<file path="src/rtl/uart_rx_pkg.sv">
// Shared definitions for the UART RX stop-bit checking path.
// Holds the per-frame FSM state encoding and the stop-bit configuration codes.
package uart_rx_pkg;

    // Per-frame stop-bit checker states
    typedef enum logic [1:0] {
        IDLE  = 2'd0,
        STOP1 = 2'd1,
        STOP2 = 2'd2
    } stop_state_e;

    // Stop-bit configuration codes as latched at frame start
    localparam logic STOP_CFG_ONE = 1'b0;
    localparam logic STOP_CFG_TWO = 1'b1;

endpackage : uart_rx_pkg

</file>
<file path="src/rtl/uart_rx_stop_frame_check_sat_counter.sv">
// sat_counter: saturating event counter with synchronous clear.
// A clear coincident with an increment leaves the count at 1 so that the
// event arriving in the clear cycle is not lost. Reused for the parity and
// framing error counters elsewhere in the RX path.
module sat_counter #(
    parameter int W = 8
) (
    input  logic         clk,
    input  logic         rst_n,
    input  logic         inc,
    input  logic         clr,
    output logic [W-1:0] count
);

    // Increment that sticks at the all-ones value instead of wrapping
    function automatic logic [W-1:0] sat_inc(input logic [W-1:0] v);
        if (&v) begin
            return v;
        end
        return v + W'(1);
    endfunction

    // Count register: clear has priority, but a same-cycle event still counts once
    always_ff @(posedge clk or negedge rst_n) begin
        if (!rst_n) begin
            count <= '0;
        end else if (clr) begin
            count <= inc ? W'(1) : '0;
        end else if (inc) begin
            count <= sat_inc(count);
        end
    end

endmodule : sat_counter

</file>
<file path="src/rtl/uart_rx_stop_frame_check.sv">
// uart_rx_stop_frame_check: checks 1 or 2 stop bits per UART frame.
// frame_start arms the checker and latches the stop-bit count; each
// stp_chk_en strobe samples one stop bit. Stop_Error and frame_done are
// registered and appear one cycle after the final stop-bit strobe.
// A sticky error flag collects errors until err_clr.
// Optional build macro STOP_ERR_CNT_EN adds a saturating errored-frame
// counter on err_count; without it err_count is tied to zero.
module uart_rx_stop_frame_check
    import uart_rx_pkg::*;
#(
    parameter int NUM_STOP_MAX = 2,
    parameter int CNT_W        = 8
) (
    input  logic             CLK_stop,
    input  logic             RST_stop,
    input  logic             frame_start,
    input  logic             stop_cfg,
    input  logic             stp_chk_en,
    input  logic             sample_bit,
    input  logic             err_clr,
    output logic             Stop_Error,
    output logic             frame_done,
    output logic             err_sticky,
    output logic [CNT_W-1:0] err_count
);

    // Two stop bits can only be selected when the build supports them
    localparam logic TWO_STOP_OK = (NUM_STOP_MAX == 2);

    stop_state_e state_q;
    stop_state_e state_n;
    logic        cfg_q;
    logic        cfg_n;
    logic        err1_q;
    logic        err1_n;
    logic        stop_err_n;
    logic        done_n;
    logic        err_set;
    logic        sticky_n;

    // Next-state and per-frame result logic; frame_start overrides everything
    always_comb begin
        state_n    = state_q;
        cfg_n      = cfg_q;
        err1_n     = err1_q;
        stop_err_n = Stop_Error;
        done_n     = 1'b0;

        if (frame_start) begin
            // New frame or resync: discard any frame in flight
            state_n    = STOP1;
            cfg_n      = (stop_cfg == STOP_CFG_TWO && TWO_STOP_OK) ? STOP_CFG_TWO
                                                                   : STOP_CFG_ONE;
            err1_n     = 1'b0;
            stop_err_n = 1'b0;
        end else begin
            case (state_q)
                STOP1: begin
                    if (stp_chk_en) begin
                        if (cfg_q == STOP_CFG_ONE) begin
                            stop_err_n = ~sample_bit;
                            done_n     = 1'b1;
                            state_n    = IDLE;
                        end else begin
                            err1_n  = ~sample_bit;
                            state_n = STOP2;
                        end
                    end
                end
                STOP2: begin
                    if (stp_chk_en) begin
                        stop_err_n = err1_q | ~sample_bit;
                        done_n     = 1'b1;
                        state_n    = IDLE;
                    end
                end
                default: begin
                    // IDLE ignores strobes; the unused encoding recovers to IDLE
                    state_n = IDLE;
                end
            endcase
        end

        err_set  = done_n & stop_err_n;
        sticky_n = err_set | (err_sticky & ~err_clr);
    end

    // FSM, latched configuration and registered outputs
    always_ff @(posedge CLK_stop or negedge RST_stop) begin
        if (!RST_stop) begin
            state_q    <= IDLE;
            cfg_q      <= STOP_CFG_ONE;
            err1_q     <= 1'b0;
            Stop_Error <= 1'b0;
            frame_done <= 1'b0;
            err_sticky <= 1'b0;
        end else begin
            state_q    <= state_n;
            cfg_q      <= cfg_n;
            err1_q     <= err1_n;
            Stop_Error <= stop_err_n;
            frame_done <= done_n;
            err_sticky <= sticky_n;
        end
    end

`ifdef STOP_ERR_CNT_EN
    sat_counter #(
        .W (CNT_W)
    ) u_err_cnt (
        .clk   (CLK_stop),
        .rst_n (RST_stop),
        .inc   (err_set),
        .clr   (err_clr),
        .count (err_count)
    );
`else
    assign err_count = '0;
`endif

endmodule : uart_rx_stop_frame_check

</file>
<file path="config.mk">
export PLATFORM = sky130hd
export DESIGN_NAME = uart_rx_stop_frame_check
export DESIGN_NICKNAME = d
export VERILOG_FILES = /design/src/rtl/uart_rx_pkg.sv /design/src/rtl/uart_rx_stop_frame_check_sat_counter.sv /design/src/rtl/uart_rx_stop_frame_check.sv
export SDC_FILE = /design/constraint.sdc
export NUM_CORES = 1
export LEC_CHECK = 0
export ABC_AREA = 1
export BUFFER_PORTS_ARGS = -buffer_cell sky130_fd_sc_hd__buf_4
export CORE_AREA = 2 2 39 41
export CTS_BUF_LIST = sky130_fd_sc_hd__clkbuf_8
export DETAILED_ROUTE_END_ITERATION = 10
export DIE_AREA = 0 0 41 43
export MAX_ROUTING_LAYER = met4
export PLACE_DENSITY = 0.68
export SLEW_MARGIN = 20
export SYNTH_ARGS = -nofsm -noshare
export SYNTH_HDL_FRONTEND = slang
export SYNTH_SLANG_ARGS = --single-unit
</file>
<file path="constraint.sdc">
create_clock -name CLK_stop -period 1.55 [get_ports CLK_stop]
set_input_delay 0 -clock CLK_stop [delete_from_list [all_inputs] [get_ports CLK_stop]]
set_output_delay 0 -clock CLK_stop [all_outputs]
set_load 0.01 [all_outputs]
</file>
==> results.md <==
- Unrepaired setup endpoints after global routing: no
- CP required: around 1700 ps
- CTS Buf Count: 3
- Clk pwr share: 0.481
- Mean Syn Cell Area: slightly above 8 sq um
- Root Buffer: clkbuf_8
- Drt drc: 0
- Final min period: 1260 ps
- Mux share of post-synthesis cell area: 0
- Antenna viol nets, final: 0
- Setup TNS: 0 ps
- Routing usage on met1: 0.112
- Final Hold Fails: 0
- Skew-Pair Late Insertion Delay: around 230 ps
- Routing usage on met2: 0.153
- Post-synthesis simple-gate area fraction: 0.223
- Largest family of logic cells by synthesized area: simple AND/OR/NAND/NOR gates
- CTS tree: built
- NetSw: approximately 0.12 mW
- Router iterations before antenna repair: 4
- Row count: 14
- Diode count: 0
- Sequential share of power: 0.380
- Top Ports: 18
- Crit path DAT: roughly 1400 ps
- Vias in the first global route: roughly 310
- Period utilisation layout: 0.811
- Synthesized cell area: 415 sq um
- Power, Total: around 0.52 mW
- Chip Width: between 40 and 50 um
- Largest net degree at the start of global routing: 8
- Worst vdd ir: 0.250 mV
- PortBufs: 9
- GRT overflow: 0
- CP dominant cell by count: nand2_1
- TritonCTS Sinks: 7
- Slowest-stage cell, CP: dfrtp_1
- Slew Limit Fails: 0
- Setup Skew: 2.76 ps
- Count of state elements after synthesis: 7
- Vias per cell: between 4 and 5
- First-pass GRT wire length: about 1200 um
- Die Span Y: approximately 43 um
- Area post-placement: 469 sq um
- Pleak: 0.299 nW
- Gate power share: 0.139
- Biggest cell delay along the critical path: 370 ps
- Die area: 1760 sq um
- Critical setup path kind: flip-flop to flip-flop
- MaxCap Viol Count: 0
- Power density cells: roughly 950 nW/um^2
- DP HPWL: ~570 um
- Outcome: finished, final reports clean
- Startpoint Class: flip-flop
- Number of nets in the layout: between 70 and 80
- Sw frac: 0.237
- CP Capture Type: flip-flop
- Post-synthesis adder-cell area fraction: 0.0602
- Synth Area in Compound Gates: 0.0783
- Htree depth: 1
- Most frequent cells in the layout: nand2_1, buf_4, inv_1, conb_1, dfrtp_1
- Share of cells above drive strength 1: 0.227
- Xor/xnor share of the synthesized area: 0
- Buffers & Inverters on Critical Path: 0
- Gate Count Post-Synth: approximately 50
- Total Wirelength: just over 700 um
- Internal: slightly below 0.4 mW
- M3 GR Usage: 0.0157
- PostCTS Resize Cnt: 0
- Crit-path max FO: 4
- Fmax: ~800 MHz
- Initial cell density of the core: 0.300
- GRT Resource Usage Total: 0.105
- Hold Crit Class: primary input to flip-flop
- Distinct cells, synth: 16
- Yosys synthesis warning count: 0
- Sequential area share after synthesis: 0.422
- Core ar.: 1380 sq um
- Worst-path cell chain: ha_1, o21bai_1, nand2_1, nand2_1, nand2_2, nand2_1, nand2_1
- Routed vias: approximately 330
- Clock Path Buffers: 2
- GRT Max-Usage Layer: met2
- Starting DRT DRC Count: 1
- Final setup fails: 0
- Finished Cell Area: between 500 and 600 sq um
- Most common cell after layout, fill and taps aside: nand2_1
- Routability cong.: approximately 0.68
- R2R Setup Slk: about 300 ps
- Clock transition at path regs: around 40 ps
- Area Overhead vs Synth: 31.0%
- CP top delay family: flip-flops
- Antenna violations before repair: 0
- WL/cell: around 8.6 um
sequential cells by signal, summed over array words and instances (netlist names):
signal      count
err1_q          1
state_q         2
Stop_Error      1
frame_done      1
err_sticky      1
cfg_q           1
kinds of logic after synthesis:
logic type      count (synthesis)
other cells                     1
compound gates                  6
buf+inv                        15
fa+ha+maj                       2
flops                           7
simple gates                   20
routing by layer:
layer	share of wire	vias to the layer above	routed length [um]
met2	0.51	13	362
met5	0	-	0
met1	0.41	148	290
met3	0.051	2	36
met4	0.025	0	18
li1	-	169	-
repair_timing:
action | CTS | global route
setup buffers | 0 | 0
hold endpoints to repair | 10 | 0
hold buffers | 3 | 0
final timing paths:
path | start | end | depth (start not counted)
setup / recovery | state_q[0] | err_sticky | 7
hold / removal | err_clr | err_sticky | 4
setup reg to reg | state_q[0] | err_sticky | 7
hold reg to reg | err_sticky | err_sticky | 2
max in group asynchronous | RST_stop | state_q[0] | 2
min in group asynchronous | RST_stop | frame_done | 2
cell type report:
type,count,area (sq um)
clock buffers,3,41.3
clock inverters,1,3.75
fillers,146,840
inverters,7,26.3
multi-input cells,36,180
flip-flops and latches,7,175
well taps,16,20.0
repair buffers,12,97.6
worst min-delay path: stages:
cell and delay [ps]:
buf_4 80, inv_1 30, nand2_1 40, nand2_1 50
synthesized netlist by cell type (all sizes together):
cell type	number	share of area
nand2	13	0.12
buf	8	0.14
dfrtp	7	0.42
inv	7	0.063
a21oi	3	0.036
ha	2	0.060
nand3	2	0.024
nor2	2	0.024
o21ai	2	0.024
or2	2	0.030
and2	1	0.021
conb	1	0.0090
o21bai	1	0.018
power by group through the flow:
stage	combinational [mW]	clock, mW	sequential [mW]
after CTS	0.0726	0.257	0.197
final	0.0720	0.249	0.196
after global placement	0.0650	0	0.199
after detailed placement	0.0663	0	0.199
after global routing	0.0828	0.262	0.198
after floorplan	0.0536	0	0.199
per-stage QoR:
stage               hold WS (ps)  std cells  setup WS [ps]   util
floorplan                   -296         58            399      -
global placement            -181         75            311  0.339
detailed placement          -178         75            278  0.339
CTS                         17.0         82            262  0.393
global route                42.2         82            169  0.393
finish                      13.9         82            292  0.393
No activity file was read; power rests on OpenSTA's default activity.
